File: config.mk
export PLATFORM = sky130hd
export DESIGN_NAME = reset_sequencer_flat
export DESIGN_NICKNAME = d
export VERILOG_FILES = /design/src/rtl/reset_sequencer_pkg.sv /design/src/rtl/reset_sequencer_if.sv /design/src/rtl/rst_sync_cell.sv /design/src/rtl/reset_sequencer.sv /design/src/flat_wrapper.sv
export VERILOG_INCLUDE_DIRS = /design/src /design/src/rtl
export SDC_FILE = /design/constraint.sdc
export NUM_CORES = 1
export LEC_CHECK = 0
export ABC_AREA = 1
export BUFFER_PORTS_ARGS = -buffer_cell sky130_fd_sc_hd__buf_4
export CAP_MARGIN = 20
export CORE_UTILIZATION = 50
export DETAILED_ROUTE_END_ITERATION = 6
export PLACE_DENSITY = 0.67
export SYNTH_ARGS = -nofsm -noshare
export SYNTH_HDL_FRONTEND = slang
export SYNTH_SLANG_ARGS = --single-unit
File: constraint.sdc
create_clock -name i_brd_clk -period 2.2 [get_ports i_brd_clk]
set_input_delay 0 -clock i_brd_clk [delete_from_list [all_inputs] [get_ports i_brd_clk]]
set_output_delay 0 -clock i_brd_clk [all_outputs]
set_load 0.01 [all_outputs]
File: src/rtl/reset_sequencer_defines.vh
// State encodings and counter-width macro shared by the reset sequencer sources.
`ifndef RESET_SEQUENCER_DEFINES_VH
`define RESET_SEQUENCER_DEFINES_VH

`define RSEQ_SYNC      3'd0
`define RSEQ_WAIT_LOCK 3'd1
`define RSEQ_STRETCH   3'd2
`define RSEQ_RELEASE   3'd3
`define RSEQ_RUN       3'd4

`define RSEQ_CNT_W(a, b) ($clog2((((a) > (b)) ? (a) : (b)) + 1))

`endif

File: src/rtl/reset_sequencer_pkg.sv
// Shared types and helpers for the board reset sequencer.
package reset_sequencer_pkg;
`include "reset_sequencer_defines.vh"

   typedef enum logic [2:0] {
      ST_SYNC      = `RSEQ_SYNC,
      ST_WAIT_LOCK = `RSEQ_WAIT_LOCK,
      ST_STRETCH   = `RSEQ_STRETCH,
      ST_RELEASE   = `RSEQ_RELEASE,
      ST_RUN       = `RSEQ_RUN
   } rseq_state_e;

   function automatic int cnt_width(input int a, input int b);
      return `RSEQ_CNT_W(a, b);
   endfunction

endpackage

File: src/rtl/reset_sequencer_if.sv
// Lock/soft-reset inputs and domain-reset/monitor outputs of the reset sequencer.
interface reset_sequencer_if #(
   parameter int N_DOMAINS = 4
);
   logic                 i_pll_locked;
   logic                 i_soft_rst;
   logic [N_DOMAINS-1:0] o_rst;
   logic                 o_ready;
   logic [2:0]           o_state;
   logic [7:0]           o_rst_count;

   modport slave (
      input  i_pll_locked, i_soft_rst,
      output o_rst, o_ready, o_state, o_rst_count
   );

   modport master (
      output i_pll_locked, i_soft_rst,
      input  o_rst, o_ready, o_state, o_rst_count
   );
endinterface

File: src/rtl/rst_sync_cell.sv
// Multi-flop synchroniser with asynchronous active-low clear; output is 0 while cleared.
module rst_sync_cell #(
   parameter int STAGES = 2
) (
   input  logic clk_i,
   input  logic clr_n_i,
   input  logic d_i,
   output logic q_o
);
   logic [STAGES-1:0] sync_q;

   always_ff @(posedge clk_i or negedge clr_n_i) begin
      if (!clr_n_i) sync_q <= '0;
      else          sync_q <= {sync_q[STAGES-2:0], d_i};
   end

   assign q_o = sync_q[STAGES-1];
endmodule

File: src/rtl/reset_sequencer.sv
// Board reset controller: async assert, sync release, PLL-lock gating, stretch,
// staged per-domain release, soft-reset re-entry and saturating event count.
module reset_sequencer
   import reset_sequencer_pkg::*;
#(
   parameter int N_DOMAINS      = 4,
   parameter int SYNC_STAGES    = 2,
   parameter int STRETCH_CYCLES = 16,
   parameter int STAGE_GAP      = 8
) (
   input  logic             i_brd_clk,
   input  logic             i_reset_n,
   reset_sequencer_if.slave rs_if
);
   localparam int CNT_W = cnt_width(STRETCH_CYCLES, STAGE_GAP);
   localparam int IDX_W = $clog2(N_DOMAINS + 1);

   rseq_state_e          state_q, state_d;
   logic [CNT_W-1:0]     cnt_q, cnt_d;
   logic [IDX_W-1:0]     idx_q, idx_d;
   logic [N_DOMAINS-1:0] rst_q, rst_d;
   logic                 ready_q, ready_d;
   logic [7:0]           evt_q, evt_d;
   logic                 rel_s, lock_s;

   rst_sync_cell #(.STAGES(SYNC_STAGES)) u_rel_sync (
      .clk_i   (i_brd_clk),
      .clr_n_i (i_reset_n),
      .d_i     (1'b1),
      .q_o     (rel_s)
   );

   rst_sync_cell #(.STAGES(SYNC_STAGES)) u_lock_sync (
      .clk_i   (i_brd_clk),
      .clr_n_i (i_reset_n),
      .d_i     (rs_if.i_pll_locked),
      .q_o     (lock_s)
   );

   always_ff @(posedge i_brd_clk or negedge i_reset_n) begin
      if (!i_reset_n) begin
         state_q <= ST_SYNC;
         cnt_q   <= '0;
         idx_q   <= '0;
         rst_q   <= '1;
         ready_q <= 1'b0;
         evt_q   <= '0;
      end else begin
         state_q <= state_d;
         cnt_q   <= cnt_d;
         idx_q   <= idx_d;
         rst_q   <= rst_d;
         ready_q <= ready_d;
         evt_q   <= evt_d;
      end
   end

   always_comb begin
      state_d = state_q;
      cnt_d   = cnt_q;
      idx_d   = idx_q;
      rst_d   = rst_q;
      ready_d = ready_q;
      evt_d   = evt_q;
      case (state_q)
         ST_SYNC: if (rel_s) state_d = ST_WAIT_LOCK;
         ST_WAIT_LOCK: begin
            if (lock_s) begin
               state_d = ST_STRETCH;
               cnt_d   = '0;
            end
         end
         ST_STRETCH: begin
            if (cnt_q == CNT_W'(STRETCH_CYCLES - 1)) begin
               rst_d[0] = 1'b0;
               cnt_d    = '0;
               idx_d    = IDX_W'(1);
               if (N_DOMAINS == 1) begin
                  state_d = ST_RUN;
                  ready_d = 1'b1;
               end else begin
                  state_d = ST_RELEASE;
               end
            end else begin
               cnt_d = cnt_q + 1'b1;
            end
         end
         ST_RELEASE: begin
            if (cnt_q == CNT_W'(STAGE_GAP - 1)) begin
               cnt_d = '0;
               idx_d = idx_q + 1'b1;
               for (int k = 0; k < N_DOMAINS; k++) begin
                  if (idx_q == IDX_W'(k)) rst_d[k] = 1'b0;
               end
               if (idx_q == IDX_W'(N_DOMAINS - 1)) begin
                  state_d = ST_RUN;
                  ready_d = 1'b1;
               end
            end else begin
               cnt_d = cnt_q + 1'b1;
            end
         end
         ST_RUN: ;
         default: state_d = ST_SYNC;
      endcase

      // Lock loss and soft request share one re-entry path, so a coincident pair counts once.
      if ((state_q == ST_STRETCH || state_q == ST_RELEASE || state_q == ST_RUN) &&
          (!lock_s || rs_if.i_soft_rst)) begin
         state_d = ST_WAIT_LOCK;
         rst_d   = '1;
         ready_d = 1'b0;
         cnt_d   = '0;
         idx_d   = '0;
         if (evt_q != 8'hFF) evt_d = evt_q + 1'b1;
      end
   end

   assign rs_if.o_rst       = rst_q;
   assign rs_if.o_ready     = ready_q;
   assign rs_if.o_state     = state_q;
   assign rs_if.o_rst_count = evt_q;
endmodule
File: src/flat_wrapper.sv
// flat-port wrapper written by rule: the top's interface ports become plain ports
module reset_sequencer_flat import reset_sequencer_pkg::*;
#(
   parameter int N_DOMAINS      = 4,
   parameter int SYNC_STAGES    = 2,
   parameter int STRETCH_CYCLES = 16,
   parameter int STAGE_GAP      = 8
)
  (i_brd_clk, i_reset_n, rs_if_i_pll_locked, rs_if_i_soft_rst, rs_if_o_rst, rs_if_o_ready, rs_if_o_state, rs_if_o_rst_count);
  reset_sequencer_if #(.N_DOMAINS(N_DOMAINS)) rs_if_i ();
  input  logic i_brd_clk;
  input  logic i_reset_n;
  input wire logic [$bits(rs_if_i.i_pll_locked)-1:0] rs_if_i_pll_locked;
  input wire logic [$bits(rs_if_i.i_soft_rst)-1:0] rs_if_i_soft_rst;
  output wire logic [$bits(rs_if_i.o_rst)-1:0] rs_if_o_rst;
  output wire logic [$bits(rs_if_i.o_ready)-1:0] rs_if_o_ready;
  output wire logic [$bits(rs_if_i.o_state)-1:0] rs_if_o_state;
  output wire logic [$bits(rs_if_i.o_rst_count)-1:0] rs_if_o_rst_count;
  assign rs_if_i.i_pll_locked = rs_if_i_pll_locked;
  assign rs_if_i.i_soft_rst = rs_if_i_soft_rst;
  assign rs_if_o_rst = rs_if_i.o_rst;
  assign rs_if_o_ready = rs_if_i.o_ready;
  assign rs_if_o_state = rs_if_i.o_state;
  assign rs_if_o_rst_count = rs_if_i.o_rst_count;
  reset_sequencer #(.N_DOMAINS(N_DOMAINS), .SYNC_STAGES(SYNC_STAGES), .STRETCH_CYCLES(STRETCH_CYCLES), .STAGE_GAP(STAGE_GAP)) u_core (.i_brd_clk(i_brd_clk), .i_reset_n(i_reset_n), .rs_if(rs_if_i));
endmodule
Word-level counts from Yosys, hierarchy flattened:

Index checks and enable logic that the tools add are counted.

* register bits: 28
* input bits: 4
* output and inout bits: 16
* logic and storage cells: 82

* add/sub/neg operators: 3
* equality and inequality tests: 17
* muxes and demuxes: 29
* reductions and logical operators: 22

Operators by type and width (count)
* 3-bit two-way mux: 10
* 5-bit two-way mux: 4
* 3-bit by 2-bit inequality test with 1-bit output (second input constant): 6
* 3-bit one-hot mux with 5 select lines: 1
* 5-bit one-hot mux with 3 select lines: 1
* 3-bit by 2-bit == test with 1-bit output (second input constant): 4
* 3-bit AND reduction: 4
* 2-bit nonzero test: 5
* 1-bit two-way mux: 9
* 8-bit by 1-bit adder with 8-bit output (second input constant): 1
* 4-bit two-way mux: 2
* 8-bit inequality test (second input constant): 1
* 3-bit by 1-bit == test with 1-bit output (second input constant): 2
* 3-bit zero test: 2
* 3-bit one-hot mux with 2 select lines: 1
* 6-bit AND reduction: 1
* 5-bit by 1-bit adder with 5-bit output (second input constant): 1
* 5-bit by 3-bit == test with 1-bit output (second input constant): 1
* 5-bit by 4-bit == test with 1-bit output (second input constant): 1
* 2-bit AND reduction: 2
* 4-bit AND reduction: 1
* 4-bit nonzero test: 1
* 3-bit by 1-bit adder with 3-bit output (second input constant): 1
* 3-bit == test (second input constant): 1
* 6 further kinds: 8

Logic depth before layout (Yosys ltp):

Gate-level depths: netlist of the first run.

* word-level depth: 6
* mapped depth: 11
* mapped depth without buffers: 11

Hierarchy:

Synthesis of the first run repeated with hierarchy kept, for this count alone.

* cell total of the unflattened synthesis: 198
* area, all modules: 1604.0 sq um

Modules (own cells, without submodules)
* reset_sequencer: instances 1, cells each 194, area an instance 1503.9 sq um, seq. area each 605.6 sq um
* rst_sync_cell: instances 2, cells each 2, area an instance 50.0 sq um, seq. area each 50.0 sq um

Least setup slack after synthesis of the first run:

Ideal clock, no wire load.

* path type: reg-to-reg
* start: register u_core.cnt_q[0]
* end: register u_core.idx_q[0]
* setup time: 0.076 ns
* data arrival time: 1.475 ns
* data required time: 2.124 ns
* setup slack: 0.648 ns
* stages on the path, launching flop included: 12
* buffers on the path: 0
* period minus slack after synthesis: 1.552 ns
* cell sequence: dfrtp_1 -> ha_1 -> nand2_1 -> nor2_1 -> ha_1 -> inv_1 -> nand3_1 -> nand2_2 -> nand2_4 -> nand2_4 -> nand2_1 -> o21ai_1

* longest elaborated chain between the ends: 3
* elaborated cells on any way between the ends: 5
* those cells by class: 4 x eq/ne; 1 x reduce/logical

Ends and longest elaborated chain
* start, declared: RTL line reset_sequencer.sv:19 `logic [CNT_W-1:0] cnt_q, cnt_d;`
* start signal, assigned: RTL line reset_sequencer.sv:50 `cnt_q <= cnt_d;`
* 5-bit by 4-bit == test with 1-bit output or 5-bit by 3-bit == test with 1-bit output (tied branches): RTL line reset_sequencer.sv:74, reset_sequencer.sv:89
* 3-bit by 2-bit inequality test with 1-bit output (no source line)
* 3-bit AND reduction (no source line) (*)
* end signal, assigned: RTL line reset_sequencer.sv:51 `idx_q <= idx_d;`
* end, declared: RTL line reset_sequencer.sv:20 `logic [IDX_W-1:0] idx_q, idx_d;`

Every way passes the cells marked *; elsewhere a longest branch is shown, timed or not.
A chain may end at the register's enable or synchronous reset.

Worst setup path after layout of the first run:

* start: register u_core.cnt_q[0]
* end: register u_core.idx_q[1]

Same word-level chain as after synthesis.

==> results of run 1 <==
-- cells by family after synthesis --
logic type / Yosys count / share of synthesized area (%)
buffers and inverters: 30 / 8.10
flip-flops: 28 / 43.1
AO/OA/AOI/OAI: 14 / 4.89
AND/OR/NAND/NOR: 119 / 34.1
other: 1 / 0.229
XOR/XNOR: 5 / 2.68
adder cells (fa/ha/maj): 9 / 6.88
-- area by class of cell --
class	count	area share [%]
tap	44	2.91
multi-input combinational	148	42.1
clock inverter	1	1.59
timing repair buffer	22	9.11
sequential	28	37.3
clock buffer	3	1.19
inverter	28	5.81
-- placed cells by master, fill, tap and decap left out, drive strengths merged --
| cell type | n |
|---|---|
| nand2 | 79 |
| inv | 27 |
| dfrtp | 24 |
| buf | 19 |
| nand3 | 17 |
| nor2 | 12 |
| o21ai | 11 |
| ha | 9 |
| nand4 | 6 |
| xor2 | 5 |
| dfstp | 4 |
| clkbuf | 3 |
| dlygate4sd3 | 3 |
| nand3b | 2 |
| nor3 | 2 |
| a21oi | 2 |
| or2 | 1 |
| o31ai | 1 |
| clkinv | 1 |
| bufinv | 1 |
| conb | 1 |
-- flip-flops by register name, summed over array words and instances (netlist names) --
name and count:
u_core.u_rel_sync.sync_q 2, u_core.cnt_q 5, u_core.rs_if.o_ready 1, u_core.rs_if.o_rst 4
u_core.idx_q 3, u_core.rs_if.o_state 3, u_core.u_lock_sync.sync_q 2, u_core.rs_if.o_rst_count 8
-- where the power goes --
part           total [mW]  internal (mW)  switching, mW
clock               0.336          0.184          0.152
sequential          0.787          0.633          0.154
combinational       0.888          0.341          0.547
-- stage by stage --
stage | total power [mW] | instance area, sq um | std cells | hold WS, ps
finish | 2.01 | 1890 | 274 | 98.6
global route | 2.18 | 1890 | 274 | 124
CTS | 2.03 | 1890 | 274 | 105
detailed placement | 1.69 | 1810 | 267 | -63.7
global placement | 1.65 | 1810 | 267 | -64.5
floorplan | 1.42 | 1640 | 206 | -296
-- metal layers --
| layer | share of wire, % | vias up | track usage (%) |
|---|---|---|---|
| li1 | - | 697 | - |
| met1 | 48 | 606 | 29.7 |
| met2 | 47 | 24 | 33.5 |
| met3 | 3.8 | 6 | 3.06 |
| met4 | 1.3 | 0 | 6.46 |
| met5 | 0 | - | 0 |
-- worst paths after layout --
path / from / to / slack [ps] / depth (start not counted)
worst max-delay path: u_core.cnt_q[0]$_DFFE_PN0P_ / u_core.idx_q[1]$_DFFE_PN0P_ / 420 / 11
worst min-delay path: i_reset_n / u_core.rs_if.o_rst_count[1]$_DFFE_PN0P_ / 100 / 2
worst max register to register: u_core.cnt_q[0]$_DFFE_PN0P_ / u_core.idx_q[1]$_DFFE_PN0P_ / 420 / 11
worst min register to register: u_core.u_rel_sync.sync_q[0]$_DFF_PN0_ / u_core.u_rel_sync.sync_q[1]$_DFF_PN0_ / 370 / 0
max in group asynchronous: i_reset_n / u_core.rs_if.o_rst[3]$_DFFE_PN1P_ / 1790 / 2
min in group i_brd_clk: rs_if_i_pll_locked / u_core.u_lock_sync.sync_q[0]$_DFF_PN0_ / 310 / 2
-- what timing repair did --
item | in CTS | in global routing
hold endpoints to repair | 30 | 0
setup endpoints to repair | 0 | 0
hold buffers | 3 | 0
buffers inserted | 0 | 0
==> metrics.json, run 1 <==
{
  "yosys-top-cells-count": {"value": "69 x nand2_1, 25 x inv_1, 24 x dfrtp_1"},
  "row_count": {"value": 20},
  "place.port_buffers": {"value": 19},
  "post-route-util": {"value": 61.5, "unit": "%"},
  "worst_voltage_drop_across_the_vdd_grid": {"value": 0.609, "unit": "mV"},
  "slew_violations": {"value": 0},
  "grt_max_degree": {"value": 29},
  "fin_skew": {"value": 3.94, "unit": "ps"},
  "viasPerCell": {"value": 4.86},
  "biggest_area_contributors_in_the_synthesized_netlist": {"value": "dfrtp_1 37%, nand2_1 16%, ha_1 6.9%"},
  "clock_tree.buffer_depth": {"value": 2},
  "dp_hpwl": {"value": 2.52, "unit": "mm"},
  "setup.worst_path.end_class": {"value": "register"},
  "ff_latch_area": {"value": 706, "unit": "sq um"},
  "floorplan.initialDensity": {"value": 53.2, "unit": "%"},
  "die_width": {"value": 59.2, "unit": "um"},
  "wire_length_of_the_first_global_routing_pass": {"value": 5.58, "unit": "mm"},
  "synth_seq_area_share": {"value": 43.1, "unit": "%"},
  "async_flop_share": {"value": 100, "unit": "%"},
  "worst-endpoint-required": {"value": 2460, "unit": "ps"},
  "timing.hold.worst.class": {"value": "in -> async"},
  "ctsHtreeMaxLevel": {"value": 1},
  "most_frequently_used_cell_type_in_the_post_synthesis_netlist": {"value": "nand2_1"},
  "post_synth_num_cell_types": {"value": 27},
  "final.min_clock_period": {"value": 1780, "unit": "ps"},
  "synth_area": {"value": 0.00164, "unit": "sq mm"},
  "ctsResizeCount": {"value": 0},
  "power_per_cell_area": {"value": 1060, "unit": "mW/mm^2"},
  "min_setup_slack_post_route": {"value": 416, "unit": "ps"},
  "fillerInstances": {"value": 290},
  "grt_overflow": {"value": 0},
  "worstPathMaxFanout": {"value": 6},
  "synthDominantCellAreaShare": {"value": 36.7, "unit": "%"},
  "drt.antenna.violating_nets": {"value": 0},
  "final_nets": {"value": 244},
  "final_min_period_over_clock_period": {"value": 81.1, "unit": "%"},
  "worst-endpoint-arrival": {"value": 2050, "unit": "ps"},
  "vias": {"value": 1333},
  "area_added_between_synthesis_and_finish": {"value": 15.7, "unit": "%"},
  "max-cap-violations": {"value": 0},
  "multi_input_comb_area": {"value": 798, "unit": "sq um"},
  "clock_latency": {"value": 330, "unit": "ps"},
  "gp_congestion": {"value": 0.857},
  "fmax": {"value": 560, "unit": "MHz"},
  "core-area": {"value": 0.00308, "unit": "sq mm"},
  "floorplan.die_area": {"value": 0.00351, "unit": "sq mm"},
  "ys_seq_elements": {"value": 28},
  "die_h": {"value": 59.2, "unit": "um"},
  "cp-start-kind": {"value": "register"},
  "numCtsBuffers": {"value": 3},
  "top_reg_cell_synth": {"value": "dfrtp_1"},
  "cts_sinks": {"value": 28},
  "synth-edff-count": {"value": 0},
  "drc": {"value": 0},
  "ys_warn_count": {"value": 0},
  "critPathTopFamily": {"value": "simple AND/OR/NAND/NOR gates"},
  "io_pins": {"value": 20},
  "cp.buffers_inverters": {"value": 1},
  "place_ws": {"value": 470, "unit": "ps"},
  "cpPeakStageDelay": {"value": 460, "unit": "ps"},
  "diodes": {"value": 0},
  "detail_route.first_pass.iterations": {"value": 4},
  "drt_first_iter_violations": {"value": 83},
  "timing.critical_path.cells": {"value": "ha_1, nand2_1, nor2_1, ha_1, inv_1, nand3_1, nand2_2, nand2_4, nand2_4, nand2_1, o21ai_1"},
  "grt_setup_unrepaired": {"value": "no"},
  "first_global_vias": {"value": 1273},
  "hold_violations": {"value": 0},
  "tritoncts": {"value": "done"},
  "detail_route.wirelength": {"value": 3.27, "unit": "mm"},
  "layout-drive-gt1-share": {"value": 20.0, "unit": "%"},
  "synth_nets": {"value": 219},
  "global_route.usage.total": {"value": 21.1, "unit": "%"},
  "worst_setup_hold_path_clk_slew": {"value": 150, "unit": "ps"},
  "initial_antenna_violation_count": {"value": 0},
  "cts_root_buffer": {"value": "clkbuf_4"},
  "crit_path_top_delay_cell": {"value": "dfrtp_1"},
  "synth_top_cell_by_area": {"value": "dfrtp_1"},
  "setup_tns": {"value": 0, "unit": "ps"},
  "synthesis.area_per_instance": {"value": 7.94, "unit": "sq um"},
  "type_of_the_setup_path_with_the_least_slack": {"value": "reg -> reg"},
  "p_leak": {"value": 0.981, "unit": "nW"},
  "setup_viol_count_final": {"value": 0},
  "wire_per_inst": {"value": 11.9, "unit": "um"},
  "netlist_instances": {"value": 206},
  "outcome": {"value": "finished, final reports clean"}
}
Power figures use the tool's default switching activity.
==> run 2, diff against run 1 <==
PLACE_DENSITY = 0.7   (was 0.67)
clock period = 1.58 ns   (was 2.2 ns; I/O delays follow)
==> run 2 against run 1 <==
Compared with the run above:
- clock power shrank 8.6%
- fmax grew 18%
- critical path depth is the same
- die area is the same
- via count grew 4.7%
- sequential power grew 37%
- sequential share of layout area shrank 1.9 points
- hold slack gained 2.2 ps
- clock-buffer cell count grew 1
- first-iteration DRC count shrank 22%
- critical path type unchanged
==> metrics.json, run 2 (synthesis results as in run 1) <==
{
  "outcome": {"value": "finished, final reports clean"},
  "cpMostUsedCell": {"value": "nand2_4"},
  "worst-endpoint-arrival": {"value": 1750, "unit": "ps"},
  "cts_root_buffer": {"value": "clkbuf_4"},
  "clock_latency": {"value": 330, "unit": "ps"},
  "reg2reg_slack": {"value": 70, "unit": "ps"},
  "final_min_period_over_clock_period": {"value": 95.8, "unit": "%"},
  "place.port_buffers": {"value": 19},
  "largest_register_ff_count": {"value": 8},
  "timing.hold.worst.class": {"value": "in -> async"},
  "drt.antenna.violating_nets": {"value": 0},
  "hold-worst-slack": {"value": 101, "unit": "ps"},
  "max-cap-violations": {"value": 0},
  "p_leak": {"value": 1.03, "unit": "nW"},
  "drt_first_iter_violations": {"value": 65},
  "setup.worst_path.end_class": {"value": "register"},
  "layout_commonest_cell": {"value": "nand2_1"},
  "final_nets": {"value": 252},
  "wire_length_of_the_first_global_routing_pass": {"value": 5.74, "unit": "mm"},
  "numCtsBuffers": {"value": 3},
  "drc": {"value": 0},
  "critical_path.startpoint": {"value": "u_core.cnt_q[0]$_DFFE_PN0P_"},
  "hold_violations": {"value": 0},
  "cpPeakStageDelay": {"value": 430, "unit": "ps"},
  "first_global_vias": {"value": 1342},
  "worstPathMaxFanout": {"value": 6},
  "floorplan.die_area": {"value": 0.00351, "unit": "sq mm"},
  "worst-endpoint-required": {"value": 1820, "unit": "ps"},
  "gp_congestion": {"value": 0.798},
  "fillerInstances": {"value": 268},
  "fin_skew": {"value": 5.24, "unit": "ps"},
  "switching_part_of_the_total": {"value": 44.8, "unit": "%"},
  "tritoncts": {"value": "done"},
  "cts_sinks": {"value": 28},
  "detail_route.first_pass.iterations": {"value": 4},
  "timing.critical_path.cells": {"value": "ha_4, nand2_4, nor2_4, ha_4, inv_2, nand3_2, nand2_2, nand2_4, nand2_4, nand2_2, o21ai_2"},
  "layout-drive-gt1-share": {"value": 29.0, "unit": "%"},
  "floorplan.initialDensity": {"value": 53.2, "unit": "%"},
  "die_h": {"value": 59.2, "unit": "um"},
  "clockPowerShare": {"value": 11.0, "unit": "%"},
  "reg2reg_depth": {"value": 11},
  "initial_antenna_violation_count": {"value": 0},
  "dp_hpwl": {"value": 2.56, "unit": "mm"},
  "ctsHtreeMaxLevel": {"value": 1},
  "r2r_start": {"value": "u_core.cnt_q[0]$_DFFE_PN0P_"},
  "power_switching": {"value": 1.25, "unit": "mW"},
  "comb_power_share": {"value": 50.3, "unit": "%"},
  "power_per_cell_area": {"value": 1390, "unit": "mW/mm^2"},
  "grt_overflow": {"value": 0},
  "diodes": {"value": 0},
  "area_added_between_synthesis_and_finish": {"value": 22.2, "unit": "%"},
  "io_pins": {"value": 20},
  "grt_max_degree": {"value": 29},
  "worst_setup_hold_path_clk_slew": {"value": 150, "unit": "ps"},
  "wire_per_inst": {"value": 12.3, "unit": "um"},
  "r2r-end": {"value": "u_core.idx_q[2]$_DFFE_PN0P_"},
  "fmax": {"value": 660, "unit": "MHz"},
  "cp-start-kind": {"value": "register"},
  "global_route.usage.total": {"value": 22.1, "unit": "%"},
  "viasPerCell": {"value": 4.95},
  "vias": {"value": 1396},
  "row_count": {"value": 20},
  "clock_tree.buffer_depth": {"value": 2},
  "crit_path_top_delay_cell": {"value": "dfrtp_1"},
  "type_of_the_setup_path_with_the_least_slack": {"value": "reg -> reg"},
  "internal-power": {"value": 1.54, "unit": "mW"},
  "core-area": {"value": 0.00308, "unit": "sq mm"},
  "final.min_clock_period": {"value": 1510, "unit": "ps"},
  "worst_voltage_drop_across_the_vdd_grid": {"value": 0.970, "unit": "mV"},
  "final_standard_cell_area_without_fillers": {"value": 0.00200, "unit": "sq mm"},
  "share_seq_of_total_power": {"value": 38.7, "unit": "%"},
  "setup_viol_count_final": {"value": 0},
  "dpl-instance-area": {"value": 0.00185, "unit": "sq mm"},
  "detail_route.wirelength": {"value": 3.48, "unit": "mm"},
  "layout.cells.most_common_list": {"value": "63 x nand2_1, 27 x buf_4, 24 x inv_1"},
  "grt_setup_unrepaired": {"value": "yes"},
  "slew_violations": {"value": 0},
  "die_width": {"value": 59.2, "unit": "um"}
}
==> run 2: changes by cell type in the layout (fill, tap and decap cells not counted), moves of 2 or more <==
cell | previous run | this run
nor2_1 | 9 | 6
nand2_2 | 6 | 11
nand2_1 | 69 | 63
buf_4 | 19 | 27
nand3_1 | 16 | 14
ha_4 | 0 | 2
nand3_2 | 1 | 3
nor2_2 | 2 | 4
ha_1 | 9 | 7
==> run 2: repair_timing <==
item / 4_1_cts / 5_1_grt
pin swaps: 6 / 4
gates resized for setup: 8 / 12
endpoints found under the hold margin: 30 / 0
endpoints found under the setup margin: 6 / 16
hold buffers: 3 / 0
buffers inserted: 0 / 3
==> run 2: cell type report <==
type	instances	area (sq um)	area share [%]
Sequential cell	28	707	35.3
Tap cell	44	55.1	2.75
Multi-Input combinational cell	148	870	43.5
Timing Repair Buffer	30	233	11.6
Clock buffer	4	26.3	1.31
Inverter	28	110	5.50
==> run 2: worst max-delay path, delay by kind of cell (launching register included) <==
family          cells  cell delay, ps
buf+inv             1              40
compound gates      1              50
simple gates        7             600
fa+ha+maj           2             310
flops               1             430
==> run 2: worst max-delay path by stage <==
| stage | to | slack, ps | depth (start not counted) |
|---|---|---|---|
| 3_3_place_gp | u_core.idx_q[2]$_DFFE_PN0P_ | 50 | 11 |
| 6_report | u_core.idx_q[2]$_DFFE_PN0P_ | 70 | 11 |
| 3_5_place_dp | u_core.rs_if.o_rst[0]$_DFFE_PN1P_ | -20 | 11 |
| 4_1_cts | u_core.idx_q[2]$_DFFE_PN0P_ | 8 | 11 |
| 5_1_grt | u_core.idx_q[2]$_DFFE_PN0P_ | -30 | 11 |
| 2_1_floorplan | u_core.idx_q[0]$_DFFE_PN0P_ | 30 | 11 |
==> run 2: power by group through the flow <==
stage                     clock, mW  combinational [mW]  sequential [mW]
final                         0.307                1.40             1.08
after global routing          0.339                1.57             1.10
after CTS                     0.321                1.34             1.07
after detailed placement          0                1.32             1.07
after global placement            0                1.26             1.07
after floorplan                   0               0.885             1.09
==> run 2: per-stage QoR <==
stage	instances	utilization (%)	power (mW)	TNS (ps)	setup slack, ps
final	282	65.0	2.79	0	65.7
after global routing	282	65.0	3.01	-84.2	-32.1
after CTS	279	62.7	2.73	0	8.06
after detailed placement	272	60.1	2.39	-43.6	-21.4
after global placement	272	60.1	2.33	0	52.2
after floorplan	206	-	1.98	0	28.4
==> run 2: routing by layer <==
metal | up-vias | share of wire, % | GRT usage, %
met2 | 14 | 55 | 41.1
li1 | 709 | - | -
met4 | 0 | 2.2 | 10.5
met3 | 9 | 1.6 | 1.97
met5 | - | 0 | 0
met1 | 664 | 41 | 25.1
==> run 3, diff against run 2 <==
ABC_AREA = not set   (was 1)
TNS_END_PERCENT = 50   (was not set)
==> run 3 against run 2 <==
Compared with the run above:
- critical endpoint is now u_core.rs_if.o_state[2]$_DFFE_PN0P_
- sequential share of layout area down 1.4 points
- flip-flop and latch count unchanged
- wire length down 0.20%
- the flow now finishes with violations (setup timing)
- utilization up 9.4 points
- sequential power about the same
- cell count down 20%
- first-iteration DRC count down 43%
==> metrics.json, run 3 <==
{
  "place_ws": {"value": -186, "unit": "ps"},
  "initial_antenna_violation_count": {"value": 0},
  "power_per_cell_area": {"value": 1240, "unit": "mW/mm^2"},
  "worstPathMaxFanout": {"value": 5},
  "r2r-end": {"value": "u_core.rs_if.o_state[2]$_DFFE_PN0P_"},
  "worst_voltage_drop_across_the_vdd_grid": {"value": 0.889, "unit": "mV"},
  "area_added_between_synthesis_and_finish": {"value": 39.3, "unit": "%"},
  "wire_per_inst": {"value": 15.3, "unit": "um"},
  "max-cap-violations": {"value": 0},
  "hold_violations": {"value": 0},
  "largest_register_ff_count": {"value": 8},
  "reg2reg_depth": {"value": 8},
  "grt_max_degree": {"value": 29},
  "final_nets": {"value": 209},
  "viasPerCell": {"value": 5.63},
  "ys_seq_elements": {"value": 28},
  "synthesis.area_per_instance": {"value": 10.5, "unit": "sq um"},
  "slew_violations": {"value": 0},
  "synth-edff-count": {"value": 0},
  "global_route.usage.total": {"value": 25.2, "unit": "%"},
  "worst_setup_hold_path_clk_slew": {"value": 170, "unit": "ps"},
  "power": {"value": 2.60, "unit": "mW"},
  "floorplan.initialDensity": {"value": 53.4, "unit": "%"},
  "r2r_start": {"value": "u_core.cnt_q[0]$_DFFE_PN0P_"},
  "source_of_the_worst_hold_timing_path": {"value": "rs_if_i_soft_rst"},
  "synthDominantCellAreaShare": {"value": 40.1, "unit": "%"},
  "ctsHtreeMaxLevel": {"value": 1},
  "post-route-util": {"value": 74.4, "unit": "%"},
  "drt.antenna.violating_nets": {"value": 0},
  "first_global_vias": {"value": 1325},
  "ys_warn_count": {"value": 0},
  "most_frequently_used_cell_type_in_the_post_synthesis_netlist": {"value": "dfrtp_1"},
  "numCtsBuffers": {"value": 3},
  "cts_sinks": {"value": 28},
  "layout-drive-gt1-share": {"value": 45.1, "unit": "%"},
  "async_flop_share": {"value": 100, "unit": "%"},
  "yosys-top-cells-count": {"value": "24 x dfrtp_1, 9 x ha_1, 9 x nand3_1, 9 x nor2_1, 8 x nand2_1"},
  "hold-path-endpoint": {"value": "u_core.rs_if.o_state[1]$_DFFE_PN0P_"},
  "layout.cells.most_common_list": {"value": "51 x buf_4, 23 x dfrtp_1, 8 x nor2_1, 8 x nand3_1, 8 x nand2_1"},
  "clock_tree.buffer_depth": {"value": 2},
  "drt_first_iter_violations": {"value": 37},
  "place.port_buffers": {"value": 19},
  "timing.hold.worst.class": {"value": "in -> reg"},
  "ff_latch_area": {"value": 707, "unit": "sq um"},
  "wire_length_of_the_first_global_routing_pass": {"value": 6.15, "unit": "mm"},
  "synth_seq_area_share": {"value": 47.1, "unit": "%"},
  "failed_checks": {"value": "setup timing"},
  "fmax": {"value": 591, "unit": "MHz"},
  "post_synth_num_cell_types": {"value": 41},
  "grt_setup_unrepaired": {"value": "yes"},
  "netlist_instances": {"value": 142},
  "detail_route.wirelength": {"value": 3.47, "unit": "mm"},
  "dp_hpwl": {"value": 2.42, "unit": "mm"},
  "worst-endpoint-required": {"value": 1840, "unit": "ps"},
  "fin_skew": {"value": 10.5, "unit": "ps"},
  "fillerInstances": {"value": 192},
  "drc": {"value": 0},
  "worst-endpoint-arrival": {"value": 1950, "unit": "ps"},
  "gp_congestion": {"value": 0.882},
  "outcome": {"value": "complete, but fails checks"},
  "final_min_period_over_clock_period": {"value": 107, "unit": "%"},
  "reg2reg_slack": {"value": -110, "unit": "ps"},
  "tritoncts": {"value": "done"},
  "final_standard_cell_area_without_fillers": {"value": 0.00209, "unit": "sq mm"},
  "setup_viol_count_final": {"value": 16},
  "io_pins": {"value": 20},
  "synth_area": {"value": 0.00150, "unit": "sq mm"},
  "p_leak": {"value": 0.947, "unit": "nW"},
  "vias": {"value": 1272},
  "synth_top_cell_by_area": {"value": "dfrtp_1"},
  "floorplan.die_area": {"value": 0.00322, "unit": "sq mm"},
  "die_h": {"value": 56.7, "unit": "um"},
  "top_reg_cell_synth": {"value": "dfrtp_1"},
  "biggest_area_contributors_in_the_synthesized_netlist": {"value": "dfrtp_1 40%, ha_1 7.5%, dfstp_2 7.0%"},
  "die_width": {"value": 56.7, "unit": "um"},
  "cts_root_buffer": {"value": "clkbuf_4"},
  "layout_commonest_cell": {"value": "buf_4"},
  "row_count": {"value": 19},
  "worst_hold_stages": {"value": 4},
  "grt_overflow": {"value": 0},
  "diodes": {"value": 0},
  "synth_nets": {"value": 155},
  "detail_route.first_pass.iterations": {"value": 4},
  "cp-start-kind": {"value": "register"},
  "type_of_the_setup_path_with_the_least_slack": {"value": "reg -> reg"},
  "core-area": {"value": 0.00281, "unit": "sq mm"},
  "setup.worst_path.end_class": {"value": "register"},
  "min_setup_slack_post_route": {"value": -112, "unit": "ps"},
  "dpl-instance-area": {"value": 0.00192, "unit": "sq mm"},
  "clock_latency": {"value": 340, "unit": "ps"},
  "final.min_clock_period": {"value": 1690, "unit": "ps"},
  "multi_input_comb_area": {"value": 863, "unit": "sq um"}
}
[run 3: repair_timing]
action / 4_1_cts / 5_1_grt
hold buffers: 2 / 0
setup buffers: 3 / 1
pin swaps: 5 / 2
hold endpoints to repair: 29 / 0
resized for setup: 9 / 8
endpoints found under the setup margin: 18 / 21
[run 3: logic make-up (layout without fill, tap and decap cells)]
family,Yosys count,in the layout,synth area share (%)
compound gates,26,26,12.7
xor+xnor,8,8,4.68
fa+ha+maj,9,9,7.52
buf+inv,12,65,3.68
flops,28,28,47.1
mux,6,6,4.26
other cells,1,1,0.250
simple gates,52,52,19.8
[run 3: routing by layer]
layer / global-route usage (%) / vias up / share of wire (%)
met5: 0 / - / 0
met4: 9.06 / 0 / 1.7
met3: 3.46 / 6 / 2.9
met2: 41.2 / 26 / 47
met1: 34.3 / 627 / 49
li1: - / 613 / -
[run 3: layout make-up]
| type | count | area share, % |
|---|---|---|
| Inverter | 7 | 1.26 |
| Sequential cell | 28 | 33.9 |
| Multi-Input combinational cell | 102 | 41.4 |
| Timing Repair Buffer | 54 | 19.9 |
| Tap cell | 31 | 1.86 |
| Clock buffer | 4 | 1.74 |
[run 3: report_power, final]
| part | total [mW] | leakage (nW) | switching (mW) | internal [mW] |
|---|---|---|---|---|
| combinational | 1.15 | 0.588 | 0.587 | 0.568 |
| clock | 0.374 | 0.0210 | 0.232 | 0.141 |
| sequential | 1.07 | 0.338 | 0.178 | 0.890 |
| total | 2.60 | 0.947 | 0.997 | 1.60 |
[run 3: how the worst max path moves through the flow]
stage                                              end                           startpoint  slack (ps)
2_1_floorplan  u_core.rs_if.o_rst_count[1]$_DFFE_PN0P_  u_core.rs_if.o_state[0]$_DFFE_PN0P_        -100
3_3_place_gp       u_core.rs_if.o_state[2]$_DFFE_PN0P_          u_core.cnt_q[1]$_DFFE_PN0P_        -110
3_5_place_dp       u_core.rs_if.o_state[2]$_DFFE_PN0P_          u_core.cnt_q[1]$_DFFE_PN0P_        -190
4_1_cts            u_core.rs_if.o_state[2]$_DFFE_PN0P_          u_core.cnt_q[0]$_DFFE_PN0P_         -90
5_1_grt            u_core.rs_if.o_state[2]$_DFFE_PN0P_          u_core.cnt_q[0]$_DFFE_PN0P_        -210
6_report           u_core.rs_if.o_state[2]$_DFFE_PN0P_          u_core.cnt_q[0]$_DFFE_PN0P_        -110
[run 3: per-stage QoR]
| stage | hold WS, ps | cells | setup TNS, ps |
|---|---|---|---|
| 2_1_floorplan | -296 | 142 | -554 |
| 3_3_place_gp | -64.8 | 216 | -420 |
| 3_5_place_dp | -59.8 | 216 | -964 |
| 4_1_cts | 48.9 | 225 | -587 |
| 5_1_grt | 79.8 | 226 | -2380 |
| 6_report | 40.7 | 226 | -878 |
[run 3: worst max-delay path, cell delays in order (launching register included)]
cell	delay [ps]
dfrtp_1	420
ha_2	200
nand3_2	90
inv_2	50
ha_4	160
nor2b_4	140
a2111oi_4	320
or3_1	170
a21oi_1	60
